<file path="config.mk">
export PLATFORM = sky130hd
export DESIGN_NAME = sb_rx_decode_ctrl
export DESIGN_NICKNAME = d
export VERILOG_FILES = /design/src/rtl/sb_rx_pkg.sv /design/src/rtl/sb_rx_lock_tracker.sv /design/src/rtl/sb_rx_decode_ctrl.sv
export SDC_FILE = /design/constraint.sdc
export NUM_CORES = 1
export LEC_CHECK = 0
export ABC_AREA = 0
export BUFFER_PORTS_ARGS = -buffer_cell sky130_fd_sc_hd__buf_2
export CORE_ASPECT_RATIO = 0.5
export CORE_MARGIN = 2
export CORE_UTILIZATION = 25
export CTS_CLUSTER_SIZE = 30
export DETAILED_ROUTE_END_ITERATION = 10
export PLACE_DENSITY = 0.38
export SLEW_MARGIN = 20
export SYNTH_ARGS = -nofsm -noshare
export SYNTH_HDL_FRONTEND = slang
export SYNTH_SLANG_ARGS = --single-unit
</file>
<file path="constraint.sdc">
create_clock -name i_clk -period 5 [get_ports i_clk]
set_clock_uncertainty 0.15 [all_clocks]
set_input_delay 0.75 -clock i_clk [delete_from_list [all_inputs] [get_ports i_clk]]
set_output_delay 0.75 -clock i_clk [all_outputs]
set_load 0.03 [all_outputs]
</file>
<file path="src/rtl/sb_rx_pkg.sv">
// rtl/sb_rx_pkg.sv - shared state type, field positions and word classifiers for the SB RX decoder
package sb_rx_pkg;

   typedef enum logic [2:0] {
      ST_IDLE,
      ST_LOCK,
      ST_GEN,
      ST_RDI,
      ST_HDR,
      ST_DATA,
      ST_ADPT
   } e_sb_rx_state;

   localparam int OPC_LSB = 0;
   localparam int OPC_MSB = 4;
   localparam int SUB_LSB = 14;
   localparam int SUB_MSB = 17;
   localparam int MSG_LSB = 18;
   localparam int MSG_MSB = 21;
   localparam int DST_LSB = 56;
   localparam int DST_MSB = 58;
   localparam int CP_BIT  = 62;
   localparam int DP_BIT  = 63;

   localparam logic [63:0] SB_PATTERN   = 64'hAAAA_AAAA_AAAA_AAAA;
   localparam logic [4:0]  OPC_MSG_DATA = 5'b11011;
   localparam logic [3:0]  SUBCODE_RSP  = 4'hA;

   function automatic logic is_pattern(input logic [63:0] w);
      return w == SB_PATTERN;
   endfunction

   // cp makes the whole header below dp even parity
   function automatic logic hdr_parity_ok(input logic [63:0] w);
      return (^w[CP_BIT:0]) == 1'b0;
   endfunction

endpackage

</file>
<file path="src/rtl/sb_rx_lock_tracker.sv">
// rtl/sb_rx_lock_tracker.sv - consecutive pattern counter and inter-word lock timer
module sb_rx_lock_tracker #(
   parameter int PATTERN_REPS = 2,
   parameter int LOCK_TIMEOUT = 255
) (
   input  logic clk,
   input  logic rst,
   input  logic idle,
   input  logic locking,
   input  logic word_valid,
   input  logic pattern,
   output logic lock_hit,
   output logic timeout_hit
);

   localparam int CNT_W = $clog2(PATTERN_REPS + 1);
   localparam int TMR_W = $clog2(LOCK_TIMEOUT + 2);

   logic [CNT_W-1:0] count;
   logic [CNT_W-1:0] count_inc;
   logic [TMR_W-1:0] elapsed;

   assign count_inc   = idle ? CNT_W'(1) : count + CNT_W'(1);
   assign lock_hit    = word_valid && pattern && (idle || locking) &&
                        (count_inc == CNT_W'(PATTERN_REPS));
   // elapsed counts silent cycles since the last word; the word cycle itself is not silence
   assign timeout_hit = (LOCK_TIMEOUT != 0) && locking && !word_valid &&
                        (elapsed == TMR_W'(LOCK_TIMEOUT - 1));

   always_ff @(posedge clk) begin
      if (rst || !(idle || locking)) begin
         count   <= '0;
         elapsed <= '0;
      end else if (word_valid) begin
         elapsed <= '0;
         count   <= pattern ? count_inc : '0;
      end else if (locking && elapsed != TMR_W'(LOCK_TIMEOUT)) begin
         elapsed <= elapsed + TMR_W'(1);
      end
   end

endmodule

</file>
<file path="src/rtl/sb_rx_decode_ctrl.sv">
// rtl/sb_rx_decode_ctrl.sv - sideband RX decode controller: pattern lock, word classification, decoder steering
module sb_rx_decode_ctrl
   import sb_rx_pkg::*;
#(
   parameter int WORD_W       = 64,
   parameter int PATTERN_REPS = 2,
   parameter int LOCK_TIMEOUT = 255,
   parameter int DATA_BEATS   = 1,
   parameter int ERR_CNT_W    = 8,
   parameter int ADAPTER_EN   = 1
) (
   input  logic                 i_clk,
   input  logic                 i_rst,
   input  logic                 i_word_valid,
   input  logic [WORD_W-1:0]    i_word,
   input  logic [3:0]           i_state,
   input  logic                 i_hdr_done,
   input  logic                 i_rdi_done,
   input  logic                 i_data_done,
   output logic                 o_start_pattern,
   output logic                 o_pattern_done,
   output logic                 o_locked,
   output logic                 o_lock_timeout,
   output logic                 o_hdr_en,
   output logic                 o_rdi_en,
   output logic                 o_data_en,
   output logic [3:0]           o_beat_idx,
   output logic                 o_adapter_en,
   output logic                 o_msg_valid,
   output logic                 o_rsp_delivered,
   output logic                 o_parity_err,
   output logic [ERR_CNT_W-1:0] o_err_cnt
);

   e_sb_rx_state      state;
   logic [WORD_W-1:0] pend_word;
   logic              pend_valid;
   logic [WORD_W-1:0] word;
   logic              word_valid;
   logic [63:0]       w64;
   logic              pattern;
   logic              hdr_ok;
   logic              data_ok;
   logic              done_fire;
   logic              abort;
   logic              lock_hit;
   logic              timeout_hit;
   logic              dp_q;
   logic [4:0]        opcode_q;
   logic [3:0]        beat;

   // a word that arrives with a done is parked one cycle and evaluated in the next state
   assign word       = pend_valid ? pend_word : i_word;
   assign word_valid = pend_valid | i_word_valid;
   assign w64        = word[63:0];
   assign pattern    = is_pattern(w64);
   assign hdr_ok     = hdr_parity_ok(w64);
   assign data_ok    = (^{word, dp_q}) == 1'b0;
   assign abort      = (state != ST_IDLE) && (state != ST_LOCK) && (i_state == 4'd0);

   always_comb begin
      done_fire = 1'b0;
      case (state)
         ST_RDI:  done_fire = i_rdi_done;
         ST_HDR:  done_fire = i_hdr_done;
         ST_DATA: done_fire = i_data_done;
         default: done_fire = 1'b0;
      endcase
   end

   sb_rx_lock_tracker #(
      .PATTERN_REPS (PATTERN_REPS),
      .LOCK_TIMEOUT (LOCK_TIMEOUT)
   ) u_lock (
      .clk         (i_clk),
      .rst         (i_rst),
      .idle        (state == ST_IDLE),
      .locking     (state == ST_LOCK),
      .word_valid  (word_valid),
      .pattern     (pattern),
      .lock_hit    (lock_hit),
      .timeout_hit (timeout_hit)
   );

   always_ff @(posedge i_clk) begin
      if (i_rst || abort) begin
         pend_valid <= 1'b0;
         pend_word  <= '0;
      end else if (done_fire && word_valid) begin
         pend_valid <= 1'b1;
         pend_word  <= word;
      end else if (pend_valid && i_word_valid) begin
         pend_valid <= 1'b1;
         pend_word  <= i_word;
      end else begin
         pend_valid <= 1'b0;
      end
   end

   always_ff @(posedge i_clk) begin
      if (i_rst) begin
         state           <= ST_IDLE;
         dp_q            <= 1'b0;
         opcode_q        <= '0;
         beat            <= '0;
         o_start_pattern <= 1'b0;
         o_pattern_done  <= 1'b0;
         o_locked        <= 1'b0;
         o_lock_timeout  <= 1'b0;
         o_hdr_en        <= 1'b0;
         o_rdi_en        <= 1'b0;
         o_data_en       <= 1'b0;
         o_beat_idx      <= '0;
         o_adapter_en    <= 1'b0;
         o_msg_valid     <= 1'b0;
         o_rsp_delivered <= 1'b0;
         o_parity_err    <= 1'b0;
         o_err_cnt       <= '0;
      end else begin
         o_start_pattern <= 1'b0;
         o_pattern_done  <= 1'b0;
         o_lock_timeout  <= 1'b0;
         o_hdr_en        <= 1'b0;
         o_rdi_en        <= 1'b0;
         o_data_en       <= 1'b0;
         o_adapter_en    <= 1'b0;
         o_msg_valid     <= 1'b0;
         o_rsp_delivered <= 1'b0;
         o_parity_err    <= 1'b0;
         if (abort) begin
            state    <= ST_IDLE;
            o_locked <= 1'b0;
         end else begin
            case (state)
               ST_IDLE: begin
                  if (word_valid && pattern) begin
                     o_start_pattern <= (i_state == 4'd0);
                     if (lock_hit) begin
                        state          <= ST_GEN;
                        o_pattern_done <= 1'b1;
                        o_locked       <= 1'b1;
                     end else begin
                        state <= ST_LOCK;
                     end
                  end
               end
               ST_LOCK: begin
                  if (lock_hit) begin
                     state          <= ST_GEN;
                     o_pattern_done <= 1'b1;
                     o_locked       <= 1'b1;
                  end else if (timeout_hit) begin
                     state          <= ST_IDLE;
                     o_lock_timeout <= 1'b1;
                  end
               end
               ST_GEN: begin
                  if (word_valid && !pattern) begin
                     if (w64[DST_LSB] && ADAPTER_EN != 0) begin
                        state <= ST_ADPT;
                     end else if (!hdr_ok) begin
                        o_parity_err <= 1'b1;
                        if (o_err_cnt != {ERR_CNT_W{1'b1}})
                           o_err_cnt <= o_err_cnt + ERR_CNT_W'(1);
                     end else if (w64[MSG_MSB:MSG_LSB] == 4'd0) begin
                        state    <= ST_RDI;
                        o_rdi_en <= 1'b1;
                     end else begin
                        state           <= ST_HDR;
                        o_hdr_en        <= 1'b1;
                        dp_q            <= w64[DP_BIT];
                        opcode_q        <= w64[OPC_MSB:OPC_LSB];
                        o_rsp_delivered <= (w64[SUB_MSB:SUB_LSB] == SUBCODE_RSP);
                     end
                  end
               end
               ST_ADPT: begin
                  o_adapter_en <= 1'b1;
                  state        <= ST_GEN;
               end
               ST_RDI: begin
                  if (i_rdi_done) begin
                     state       <= ST_GEN;
                     o_msg_valid <= 1'b1;
                  end
               end
               ST_HDR: begin
                  if (i_hdr_done) begin
                     if (opcode_q == OPC_MSG_DATA) begin
                        state <= ST_DATA;
                        beat  <= '0;
                     end else begin
                        state       <= ST_GEN;
                        o_msg_valid <= 1'b1;
                     end
                  end
               end
               ST_DATA: begin
                  if (i_data_done) begin
                     if (beat == 4'(DATA_BEATS - 1)) begin
                        state       <= ST_GEN;
                        o_msg_valid <= 1'b1;
                     end
                     beat <= beat + 4'd1;
                  end else if (word_valid) begin
                     if (data_ok) begin
                        o_data_en  <= 1'b1;
                        o_beat_idx <= beat;
                     end else begin
                        state        <= ST_GEN;
                        o_parity_err <= 1'b1;
                        if (o_err_cnt != {ERR_CNT_W{1'b1}})
                           o_err_cnt <= o_err_cnt + ERR_CNT_W'(1);
                     end
                  end
               end
               default: state <= ST_IDLE;
            endcase
         end
      end
   end

endmodule

</file>
# Word level (Yosys, flattened, before mapping)
# Cells that the tools add are included.
# word_totals
register_bits	112
input_bits	74
out_inout_bits	23
elab_cells	170
# op_classes
addsub	4
n_eq_ne	30
n_mux	60
bitwise	14
n_reduce_logical	41
# ops
cell	n
$mux 64	3
$reduce_xor 65->1	1
$eq 64x64->1 const B	1
$reduce_xor 63->1	1
$mux 8	7
$mux 3	14
$mux 1	22
$pmux 3 s7	1
$ne 2x2->1 const B	10
$pmux 8 s2	1
$not 1->1	13
$logic_not 4->1	3
$mux 4	3
$ne 3x3->1 const B	4
$logic_and 1x1->1	11
$reduce_and 5->1	2
$add 9x1->9 const B	1
$eq 3x3->1 const B	3
$eq 9x8->1 const B	1
$ne 9x8->1 const B	1
$reduce_and 9->1	1
$add 8x1->8 const B	1
$ne 8x8->1 const B	1
$pmux 4 s2	1
27 further kinds	42

# Depth between registers and ports, before layout
# Gate-level depths: netlist of the first run.
# depth
ltp_word	8
depth_mapped	19
depth_no_buf	13

# Hierarchy
# From an unflattened synthesis of the first run, not the netlist that was laid out.
# unflattened
cells_unflattened	859
area_unflattened_um2	7231.9
# by_module_without_submodules
mod	n_inst	cells_per_inst	area_each_um2	seq_area_each_um2
sb_rx_decode_ctrl	1	791	6665.1	2021.9
sb_rx_lock_tracker	1	68	566.8	220.2

# Least setup slack after synthesis of the first run
# No wires, ideal clock.
# synth_timing
path_kind	flip-flop to flip-flop
startpoint	register pend_valid
endpoint	register o_err_cnt[1]
setup_time_ns	0.070
t_arrival_ns	4.377
path_slack_ns	0.402
path_stages_with_launch	19
synth_period_minus_slack_ns	4.598
cell_sequence	dfxtp_1 -> buf_6 -> buf_6 -> buf_4 -> clkbuf_1 -> buf_1 -> buf_1 -> mux2i_1 -> ha_1 -> xnor2_1 -> xnor2_1 -> xnor2_1 -> xnor2_1 -> xnor2_1 -> xnor2_1 -> o2111ai_1 -> clkbuf_1 -> or3b_1 -> a21oi_1
# synth_via
elab_chain_len	6
elab_cells_between_ends	13
# synth_rtl
item	line_no	text
start, declared	sb_rx_decode_ctrl.sv:37	logic pend_valid;
start signal, assigned	sb_rx_decode_ctrl.sv:87	pend_valid <= 1'b0;
start signal, assigned	sb_rx_decode_ctrl.sv:90	pend_valid <= 1'b1;
start signal, assigned	sb_rx_decode_ctrl.sv:93	pend_valid <= 1'b1;
$mux 64	sb_rx_decode_ctrl.sv:53	assign word = pend_valid ? pend_word : i_word;
$eq 64x64->1	sb_rx_pkg.sv:30	return w == SB_PATTERN;
$logic_not 1->1	sb_rx_decode_ctrl.sv:158	if (word_valid && !pattern) begin
$logic_and 1x1->1	sb_rx_decode_ctrl.sv:158	
$ne 2x2->1 (no source line)	-	
$reduce_and 8->1 (no source line) *	-	
end signal, assigned	sb_rx_decode_ctrl.sv:164	o_err_cnt <= o_err_cnt + ERR_CNT_W'(1);
end signal, assigned	sb_rx_decode_ctrl.sv:213	o_err_cnt <= o_err_cnt + ERR_CNT_W'(1);
end, declared	sb_rx_decode_ctrl.sv:32	output logic [ERR_CNT_W-1:0] o_err_cnt
# Mark *: on every way between the ends. The rest lies on a longest branch, timed or not.
# A chain may end at the register's enable or synchronous reset.

# Worst setup path in the final report of the first run
# layout_timing
startpoint	register pend_valid
endpoint	register state[1]
# layout_via
elab_chain_len	8
elab_cells_between_ends	29
# layout_rtl
item	line_no	text
$mux 64	sb_rx_decode_ctrl.sv:53	
$eq 64x64->1	sb_rx_pkg.sv:30	
$logic_and 1x1->1	sb_rx_lock_tracker.sv:24, sb_rx_decode_ctrl.sv:136	
$logic_and 1x1->1 (2 in series)	sb_rx_lock_tracker.sv:24	assign lock_hit = word_valid && pattern && (idle || locking) &&
$mux 2	sb_rx_decode_ctrl.sv:138	if (lock_hit) begin
$mux 3	sb_rx_decode_ctrl.sv:136	if (word_valid && pattern) begin
$pmux 3 s7	sb_rx_decode_ctrl.sv:134	case (state)
end signal, assigned	sb_rx_decode_ctrl.sv:131	state <= ST_IDLE;
end signal, assigned	sb_rx_decode_ctrl.sv:139	state <= ST_GEN;
end signal, assigned	sb_rx_decode_ctrl.sv:143	state <= ST_LOCK;
end, declared	sb_rx_decode_ctrl.sv:35	e_sb_rx_state state;
# Several ways; a longest one is shown, not always the timed one. The select of a mux whose other input is x is not followed.

==> results.sh, run 1 <==
export IMPL_cp_max_fo=37
export IMPL_worstSkewPairLatency_ns=0.37
export IMPL_place_congestion=0.773
export IMPL_status="finished, final reports clean"
export IMPL_endpoint_kind="flip-flop"
export IMPL_comb_power_share_pct=34.6
export IMPL_yosysMostFrequentCell="nand2_1"
export IMPL_drcViolationCount=0
export IMPL_yosys_top_cells_count="151 x nand2_1, 112 x dfxtp_1, 94 x a21oi_1"
export IMPL_worst_setup_path_start_kind="flip-flop"
export IMPL_maxCapViolations=0
export IMPL_initial_utilization_pct=25.5
export IMPL_dpl_cell_count=1284
export IMPL_final_period_utilization_pct=89.6
export IMPL_synth_top_area_cell="dfxtp_1"
export IMPL_yosysUniqueCellTypes=46
export IMPL_cts_sinks=112
export IMPL_slew_headroom_pct=43.0
export IMPL_drive_gt1_share_pct=17.4
export IMPL_area_growth_synth_to_final_pct=16.6
export IMPL_setup_viol=0
export IMPL_dr_pass1_iters=4
export IMPL_synthArstFlopShare_pct=0
export IMPL_grt_pass1_vias=5818
export IMPL_p_int_w=0.00165
export IMPL_drtIter0Drc=235
export IMPL_finalSetupTns_ns=0
export IMPL_multi_input_area_mm2=0.00463
export IMPL_ys_top_cells_by_area="dfxtp_1 32%, mux2i_1 9.2%, xnor2_1 8.4%, nand2_1 8.0%, xor2_1 7.9%"
export IMPL_fillers=2999
export IMPL_via_per_inst=4.56
export IMPL_ys_warn_count=0
export IMPL_clkTransAtPathRegs_ns=0.08
export IMPL_synth_area_mm2=0.00709
export IMPL_chipHeight_um=123
export IMPL_clock_fmax_mhz=223
export IMPL_synth_edf_count=0
export IMPL_grt_setup_unrepaired="false"
export IMPL_vias=5935
export IMPL_cts_tree="built"
export IMPL_fp_row_count=43
export IMPL_dpl_hpwl_um=15400
export IMPL_p_switching_w=0.000973
export IMPL_post_cts_buffers=0
export IMPL_synth_top_area_share_pct=31.6
export IMPL_numCtsBuffers=9
export IMPL_leakagePower_nw=3.09
export IMPL_wirelength_um=20700
export IMPL_core_mm2=0.0278
export IMPL_crit_arrival_ns=4.60
export IMPL_fp_dieW_um=242
export IMPL_clockBufferDepth=2
export IMPL_yosysSeqAreaShare_pct=31.6
export IMPL_synthCells=840
export IMPL_slew_violations=0
export IMPL_h_tree_depth=3
export IMPL_syn_nets=953
export IMPL_cts_root_buf="clkbuf_16"
export IMPL_power_density_mw_per_mm2=318
export IMPL_overflow=0
export IMPL_hold_viol=0
export IMPL_placement_io_buffers=96
export IMPL_final_nets=1026
export IMPL_syn_area_per_cell_um2=8.44
export IMPL_grt_pass1_wl_um=32100
export IMPL_ys_ff_latch=112
export IMPL_sequentialPowerShare_pct=37.0
export IMPL_hp_class="reg -> reg"
export IMPL_die_area_mm2=0.0298
export IMPL_ios=97
export IMPL_p_sw_share_pct=37.1
export IMPL_power_frac_clock_pct=28.4
export IMPL_grtUsageTotal_pct=14.1
export IMPL_worstSetupPathType="reg -> reg"
export IMPL_yosys_most_used_dff="dfxtp_1"
export IMPL_wl_per_cell_um=15.9
export IMPL_antenna_found_initial=1
export IMPL_worstPathRequired_ns=5.13
export IMPL_fin_crit_ns=4.48
export IMPL_detail_route_antenna_nets=0
export IMPL_seq_area_mm2=0.00225
export IMPL_ir_worst_vdd_uv=210
export IMPL_worst_pin_slew_ns=0.851
export IMPL_grt_max_degree=65
export IMPL_final_cells=1301
export IMPL_r2r_slack_ns=0.52
## cells by family (layout without fill, tap and decap cells)
logic type | count (synthesis) | count (layout) | synth area share [%]
AO/OA/AOI/OAI | 138 | 138 | 10.9
flip-flops | 112 | 112 | 31.6
buffers and inverters | 54 | 132 | 3.27
other | 0 | 1 | 0
AND/OR/NAND/NOR | 270 | 270 | 16.9
adder cells (fa/ha/maj) | 39 | 39 | 6.88
multiplexers | 94 | 94 | 13.8
XOR/XNOR | 133 | 133 | 16.6
## placed cells by master (no fill, tap or decap), types with 8 or more instances in the layout
cell and count:
xor2_1 64, nand4_1 13, clkbuf_16 9, xnor2_1 68
inv_1 10, nand3_1 11, mux2i_1 65, ha_1 39
a21oi_1 94, mux2_2 29, nor2_1 44, buf_2 96
a211oi_1 8, nor3_1 8, nand2_1 150, o21ai_0 13
dfxtp_1 111, buf_4 8
## stage by stage
step	total power, W	hold slack (ns)	util [%]	worst slack (ns)	area [um^2]
global route	0.00280	0.356	29.7	0.171	8260
CTS	0.00268	0.337	29.6	0.350	8250
detailed placement	0.00191	0.325	28.6	0.314	7960
finish	0.00262	0.335	29.7	0.521	8260
global placement	0.00191	0.320	28.6	0.270	7960
floorplan	0.00163	0.302	-	0.402	7090
## layout make-up
cell class              instances  share of cell area (%)
inverters                      10                   0.454
well taps                     382                    5.79
flip-flops and latches        112                    27.2
clock inverters                 7                   0.742
clock buffers                   9                    2.73
repair buffers                106                    7.03
multi-input cells             674                    56.1
diodes                          1                  0.0303
## timing repair
item,in CTS,in global routing
hold buffers,0,0
endpoints found under the hold margin,0,0
resized for setup,0,1
setup endpoints to repair,0,1
## power groups by stage
| stage | Sequential (W) | Combinational (W) | Clock, W |
|---|---|---|---|
| after floorplan | 0.000965 | 0.000670 | 0 |
| after global routing | 0.000979 | 0.00101 | 0.000807 |
| after detailed placement | 0.000993 | 0.000918 | 0 |
| after CTS | 0.000972 | 0.000923 | 0.000785 |
| after global placement | 0.000993 | 0.000918 | 0 |
| final | 0.000971 | 0.000908 | 0.000745 |
## worst max-delay path: stages (launching register included)
cell      delay (ns)
dfxtp_4         0.55
buf_12          0.28
buf_4           0.21
mux2i_1         0.26
ha_1            0.25
nand4_1         0.10
nor4_1          0.55
nand4b_1        0.23
nor3b_1         0.54
o211ai_1        0.19
a21oi_1         0.18
a21boi_0        0.45
o21ai_0         0.17
a221oi_1        0.26
## final timing paths
kind	start	end	cells past startpoint
worst max register to register	pend_valid	state[1]	13
worst min register to register	pend_word[47]	pend_word[47]	2
worst min-delay path	pend_word[47]	pend_word[47]	2
worst max-delay path	pend_valid	state[1]	13
## sequential cells by signal (all words and copies together) (netlist names), 2 cells and up
register,count
beat,4
o_beat_idx,4
o_err_cnt,8
opcode_q,5
pend_word,64
state,3
u_lock.count,2
u_lock.elapsed,9
## routing by layer
metal  wire (um)  global-route usage (%)  share of wire [%]
met3         569                    3.32                2.7
met1        9810                    17.4                 47
met5          13                       0              0.063
met4         362                    4.32                1.7
met2        9960                    24.6                 48
(Power assumes the default switching activity.)
==> inputs of run 2 (changes only) <==
--- a/config.mk
+++ b/config.mk
@@ -6,13 +6,13 @@
 export NUM_CORES = 1
 export LEC_CHECK = 0
 export ABC_AREA = 0
-export BUFFER_PORTS_ARGS = -buffer_cell sky130_fd_sc_hd__buf_2
 export CORE_ASPECT_RATIO = 0.5
 export CORE_MARGIN = 2
 export CORE_UTILIZATION = 25
 export CTS_CLUSTER_SIZE = 30
 export DETAILED_ROUTE_END_ITERATION = 10
-export PLACE_DENSITY = 0.38
+export DONT_BUFFER_PORTS = 1
+export PLACE_DENSITY = 0.35
 export SLEW_MARGIN = 20
 export SYNTH_ARGS = -nofsm -noshare
 export SYNTH_HDL_FRONTEND = slang
==> run 2 against run 1 <==
First-iteration DRC count is 46% higher. Largest power group unchanged. Sequential share of layout area is 1.6 points higher. Largest cell class unchanged. Power is 0.90% lower. Critical path type unchanged.
==> results.sh, run 2 (synthesis gave the netlist of run 1 again) <==
export IMPL_status="finished, final reports clean"
export IMPL_clock_fmax_mhz=239
export IMPL_slew_headroom_pct=37.9
export IMPL_wl_per_cell_um=17.6
export IMPL_grt_pass1_wl_um=32700
export IMPL_vias=5549
export IMPL_crit_arrival_ns=4.34
export IMPL_insertedDiodeCount=0
export IMPL_worst_pin_slew_ns=0.932
export IMPL_ir_worst_vdd_uv=281
export IMPL_grt_pass1_vias=5476
export IMPL_via_per_inst=4.59
export IMPL_final_period_utilization_pct=83.6
export IMPL_r2r_slack_ns=0.82
export IMPL_h_tree_depth=3
export IMPL_overflow=0
export IMPL_fillers=2964
export IMPL_slew_violations=0
export IMPL_setup_viol=0
export IMPL_numCtsBuffers=9
export IMPL_dr_pass1_iters=4
export IMPL_antenna_found_initial=0
export IMPL_leakagePower_nw=2.69
export IMPL_detail_route_antenna_nets=0
export IMPL_cts_tree="built"
export IMPL_slowest_stage="dfxtp_4"
export IMPL_cts_hold_buf=0
export IMPL_ios=97
export IMPL_fin_crit_ns=4.18
export IMPL_regMostFlops="pend_word"
export IMPL_core_mm2=0.0278
export IMPL_place_congestion=0.727
export IMPL_hp_class="in -> reg"
export IMPL_dpl_hpwl_um=15700
export IMPL_layout_commonest_cell="nand2_1"
export IMPL_largest_reg_flops=64
export IMPL_maxCapViolations=0
export IMPL_grt_max_degree=73
export IMPL_power_density_mw_per_mm2=334
export IMPL_endpoint_kind="flip-flop"
export IMPL_top_regs="pend_word x64, u_lock.elapsed x9, o_err_cnt x8"
export IMPL_final_cell_area_mm2=0.00780
export IMPL_worstSkewPairLatency_ns=0.38
export IMPL_multi_input_area_mm2=0.00462
export IMPL_drcViolationCount=0
export IMPL_clkTransAtPathRegs_ns=0.09
export IMPL_post_dp_cell_area_mm2=0.00751
export IMPL_seq_area_mm2=0.00225
export IMPL_die_area_mm2=0.0298
export IMPL_fp_row_count=43
export IMPL_cts_resized_gates=0
export IMPL_hold_viol=0
export IMPL_drtIter0Drc=342
export IMPL_fp_dieW_um=242
export IMPL_placement_io_buffers=0
export IMPL_cpPeakStageDelay_ns=0.57
export IMPL_final_nets=934
export IMPL_finalSetupTns_ns=0
export IMPL_cp_max_fo=41
export IMPL_drive_gt1_share_pct=7.99
export IMPL_initial_utilization_pct=25.5
export IMPL_post_cts_buffers=0
export IMPL_cp_cell_sequence="buf_12 -> mux2_2 -> ha_1 -> xnor2_1 -> xnor2_1 -> xnor2_1 -> xnor2_1 -> xnor2_1 -> xnor2_1 -> o2111ai_1 -> buf_4 -> or4_1 -> a21oi_1"
export IMPL_area_growth_synth_to_final_pct=10.0
export IMPL_fin_util_pct=28.0
export IMPL_worstSetupPathType="reg -> reg"
export IMPL_cts_sinks=112
export IMPL_grtUsageTotal_pct=14.6
export IMPL_cts_root_buf="clkbuf_16"
export IMPL_wirelength_um=21200
export IMPL_layout_common_cells="150 x nand2_1, 111 x dfxtp_1, 94 x a21oi_1"
export IMPL_chipHeight_um=123
export IMPL_worst_path_most_repeated_cell="xnor2_1"
export IMPL_worst_setup_path_start_kind="flip-flop"
export IMPL_path_delay_family="XOR/XNOR gates"
export IMPL_worstPathRequired_ns=5.16
export IMPL_clockBufferDepth=2
export IMPL_grt_setup_unrepaired="false"
export IMPL_crit_buf_inv=2
==> run 2: cell type report <==
class	instances	area share, %
Inverter	10	0.481
Timing Repair Buffer	14	1.67
Clock buffer	9	2.89
Sequential cell	112	28.8
Tap cell	382	6.13
Multi-Input combinational cell	674	59.2
Clock inverter	7	0.818
==> run 2: worst paths after layout <==
| check | startpoint | end | cells past startpoint |
|---|---|---|---|
| worst max-delay path | pend_valid | o_err_cnt[5] | 13 |
| worst min-delay path | i_rst | o_err_cnt[4] | 1 |
| worst max register to register | pend_valid | o_err_cnt[5] | 13 |
| worst min register to register | pend_word[51] | pend_word[51] | 2 |
==> run 2: stage by stage <==
step / setup WS, ns / power [W] / hold WS, ns / cells
after floorplan: 0.402 / 0.00163 / 0.302 / 840
after global placement: 0.879 / 0.00187 / 0.315 / 1192
after global routing: 0.527 / 0.00276 / 0.239 / 1208
final: 0.819 / 0.00260 / 0.273 / 1208
after CTS: 0.797 / 0.00264 / 0.246 / 1208
after detailed placement: 0.841 / 0.00187 / 0.322 / 1192
==> run 2: where the power goes <==
| group | internal (W) | switching [W] |
|---|---|---|
| sequential | 0.000923 | 0.0000532 |
| combinational | 0.000363 | 0.000511 |
| clock | 0.000350 | 0.000402 |
| total | 0.00164 | 0.000966 |
==> run 2: layer usage <==
| layer | global-route usage [%] | wire length [um] | up-vias |
|---|---|---|---|
| li1 | - | - | 2851 |
| met1 | 18.8 | 10200 | 2623 |
| met2 | 24.9 | 10200 | 63 |
| met3 | 3.84 | 723 | 12 |
| met4 | 3.24 | 161 | 0 |
| met5 | 0 | 0 | - |
==> inputs of run 3 (changes only) <==
--- a/config.mk
+++ b/config.mk
@@ -12,7 +12,7 @@
 export CTS_CLUSTER_SIZE = 30
 export DETAILED_ROUTE_END_ITERATION = 10
 export DONT_BUFFER_PORTS = 1
-export PLACE_DENSITY = 0.35
+export PLACE_DENSITY = 0.37
 export SLEW_MARGIN = 20
 export SYNTH_ARGS = -nofsm -noshare
 export SYNTH_HDL_FRONTEND = slang
==> constraint.sdc (replaced) <==
create_clock -name i_clk -period 3.7 [get_ports i_clk]
set_clock_uncertainty 0.15 [all_clocks]
set_input_delay 0.555 -clock i_clk [delete_from_list [all_inputs] [get_ports i_clk]]
set_output_delay 0.555 -clock i_clk [all_outputs]
set_load 0.03 [all_outputs]
==> run 3 against run 2 <==
Non-clock buffer count up 40. Power up 48%. Sequential power up 34%. Register-to-register slack worse by 0.72 ns. Worst hold slack worse by 0.20 ns. Count of clock-buffer cells in the layout stayed put.
==> results.sh, run 3 (synthesis gave the netlist of run 1 again) <==
export IMPL_status="finished, final reports clean"
export IMPL_cts_sinks=112
export IMPL_overflow=0
export IMPL_final_cells=1248
export IMPL_worst_pin_slew_ns=0.841
export IMPL_grt_pass1_wl_um=33400
export IMPL_cts_tree="built"
export IMPL_grt_max_degree=73
export IMPL_dpl_cell_count=1212
export IMPL_crit_arrival_ns=3.75
export IMPL_dpl_hpwl_um=15900
export IMPL_power_density_mw_per_mm2=429
export IMPL_post_dp_cell_area_mm2=0.00776
export IMPL_r2r_slack_ns=0.10
export IMPL_insertedDiodeCount=0
export IMPL_p_switching_w=0.00140
export IMPL_wirelength_um=22200
export IMPL_crit_end="o_err_cnt[6]"
export IMPL_antenna_found_initial=0
export IMPL_slew_violations=0
export IMPL_place_congestion=0.747
export IMPL_slowest_stage="or4_1"
export IMPL_worst_setup_path_start_kind="flip-flop"
export IMPL_final_cell_area_mm2=0.00896
export IMPL_leakagePower_nw=3.15
export IMPL_layout_common_cells="150 x nand2_1, 111 x dfxtp_1, 91 x a21oi_1"
export IMPL_worstSetupPathType="reg -> reg"
export IMPL_initial_utilization_pct=25.5
export IMPL_hp_class="in -> reg"
export IMPL_setup_viol=0
export IMPL_comb_power_share_pct=40.5
export IMPL_layout_commonest_cell="nand2_1"
export IMPL_ir_worst_vdd_uv=318
export IMPL_placement_io_buffers=0
export IMPL_timing_rr_start="pend_valid"
export IMPL_largest_reg_flops=64
export IMPL_numCtsBuffers=9
export IMPL_drcViolationCount=0
export IMPL_top_regs="pend_word x64, u_lock.elapsed x9, o_err_cnt x8"
export IMPL_layout_setup_ws_ns=0.104
export IMPL_cp_cell_sequence="buf_12 -> buf_6 -> buf_4 -> mux2i_2 -> ha_1 -> xnor2_2 -> xnor2_2 -> xnor2_1 -> xnor2_1 -> xnor2_1 -> xnor2_1 -> buf_4 -> o2111ai_4 -> buf_6 -> or4_1 -> a21oi_1"
export IMPL_startpoint="pend_valid"
export IMPL_sequentialPowerShare_pct=34.0
export IMPL_slew_headroom_pct=43.4
export IMPL_regMostFlops="pend_word"
export IMPL_fin_crit_ns=3.60
export IMPL_core_mm2=0.0278
export IMPL_worstSkewPairLatency_ns=0.38
export IMPL_h_tree_depth=3
export IMPL_maxCapViolations=0
export IMPL_cts_hold_buf=0
export IMPL_drive_gt1_share_pct=21.0
export IMPL_clkTransAtPathRegs_ns=0.08
export IMPL_power_frac_clock_pct=25.5
export IMPL_chipHeight_um=123
export IMPL_timing_rr_end="o_err_cnt[6]"
export IMPL_via_per_inst=4.66
export IMPL_clockBufferDepth=2
export IMPL_die_area_mm2=0.0298
export IMPL_whs_path_depth=1
export IMPL_final_nets=974
export IMPL_worst_path_most_repeated_cell="xnor2_1"
export IMPL_p_sw_share_pct=36.5
export IMPL_drtIter0Drc=284
export IMPL_reg2reg_depth=16
export IMPL_crit_buf_inv=5
export IMPL_area_growth_synth_to_final_pct=26.5
export IMPL_wl_per_cell_um=17.8
export IMPL_endpoint_kind="flip-flop"
export IMPL_pre_cts_slack_ns=-0.0311
export IMPL_grt_pass1_vias=5631
export IMPL_hold_viol=0
export IMPL_detail_route_antenna_nets=0
export IMPL_ios=97
export IMPL_p_int_w=0.00244
export IMPL_path_delay_family="XOR/XNOR gates"
export IMPL_fp_dieW_um=242
export IMPL_crit_cells=16
export IMPL_final_period_utilization_pct=97.2
export IMPL_clock_fmax_mhz=278
export IMPL_grtUsageTotal_pct=14.9
export IMPL_worstPathRequired_ns=3.86
export IMPL_dr_pass1_iters=4
export IMPL_cts_root_buf="clkbuf_16"
export IMPL_cp_max_fo=7
export IMPL_vias=5816
export IMPL_fp_row_count=43
export IMPL_cpPeakStageDelay_ns=0.46
run 3: changes by cell type in the layout (fill, tap and decap cells not counted), sizes merged:
cell	previous run	this run
buf	14	53
clkbuf	9	10
clkinv	2	3
inv	13	12
run 3: layout make-up:
| cell class | instances | area, um^2 |
|---|---|---|
| Fill cell | 2914 | 18900 |
| Clock inverter | 7 | 55.1 |
| Inverter | 10 | 37.5 |
| Sequential cell | 112 | 2250 |
| Timing Repair Buffer | 54 | 617 |
| Tap cell | 382 | 478 |
| Clock buffer | 9 | 225 |
| Multi-Input combinational cell | 674 | 5310 |
run 3: worst min-delay path by stage:
stage	startpoint	end	slack (ns)
CTS	i_rst	o_err_cnt[5]	0.06
global route	i_rst	o_err_cnt[4]	0.04
detailed placement	pend_word[22]	pend_word[22]	0.33
floorplan	opcode_q[3]	opcode_q[3]	0.30
global placement	pend_word[53]	pend_word[53]	0.32
finish	i_rst	o_err_cnt[4]	0.08
run 3: metrics by stage:
stage	setup TNS, ns	utilization [%]	power, W	hold WS (ns)
finish	0	32.2	0.00384	0.0772
global route	-0.0530	32.2	0.00405	0.0437
CTS	0	29.9	0.00373	0.0583
detailed placement	-0.0408	27.9	0.00265	0.326
global placement	-0.0200	27.9	0.00265	0.316
floorplan	0	-	0.00223	0.302
run 3: per-layer routing:
layer  track usage, %  share of wire [%]  vias to the layer above
met4             3.36               0.83                        0
met1             19.3                 47                     2805
met2             24.8                 48                       74
met3             4.30                4.5                        9
met5                0                  0                        -
li1                 -                  -                     2928
run 3: power by group through the flow:
stage / Clock [W] / Combinational, W / Sequential, W
2_1_floorplan: 0 / 0.000927 / 0.00130
3_3_place_gp: 0 / 0.00132 / 0.00133
3_5_place_dp: 0 / 0.00131 / 0.00133
4_1_cts: 0.00104 / 0.00139 / 0.00130
5_1_grt: 0.00108 / 0.00166 / 0.00132
6_report: 0.000980 / 0.00156 / 0.00131
run 3: what timing repair did:
action / 4_1_cts / 5_1_grt
pin swaps: 10 / 37
endpoints found under the setup margin: 7 / 13
cloned: 4 / 1
resized for setup: 17 / 102
buffers inserted: 8 / 10
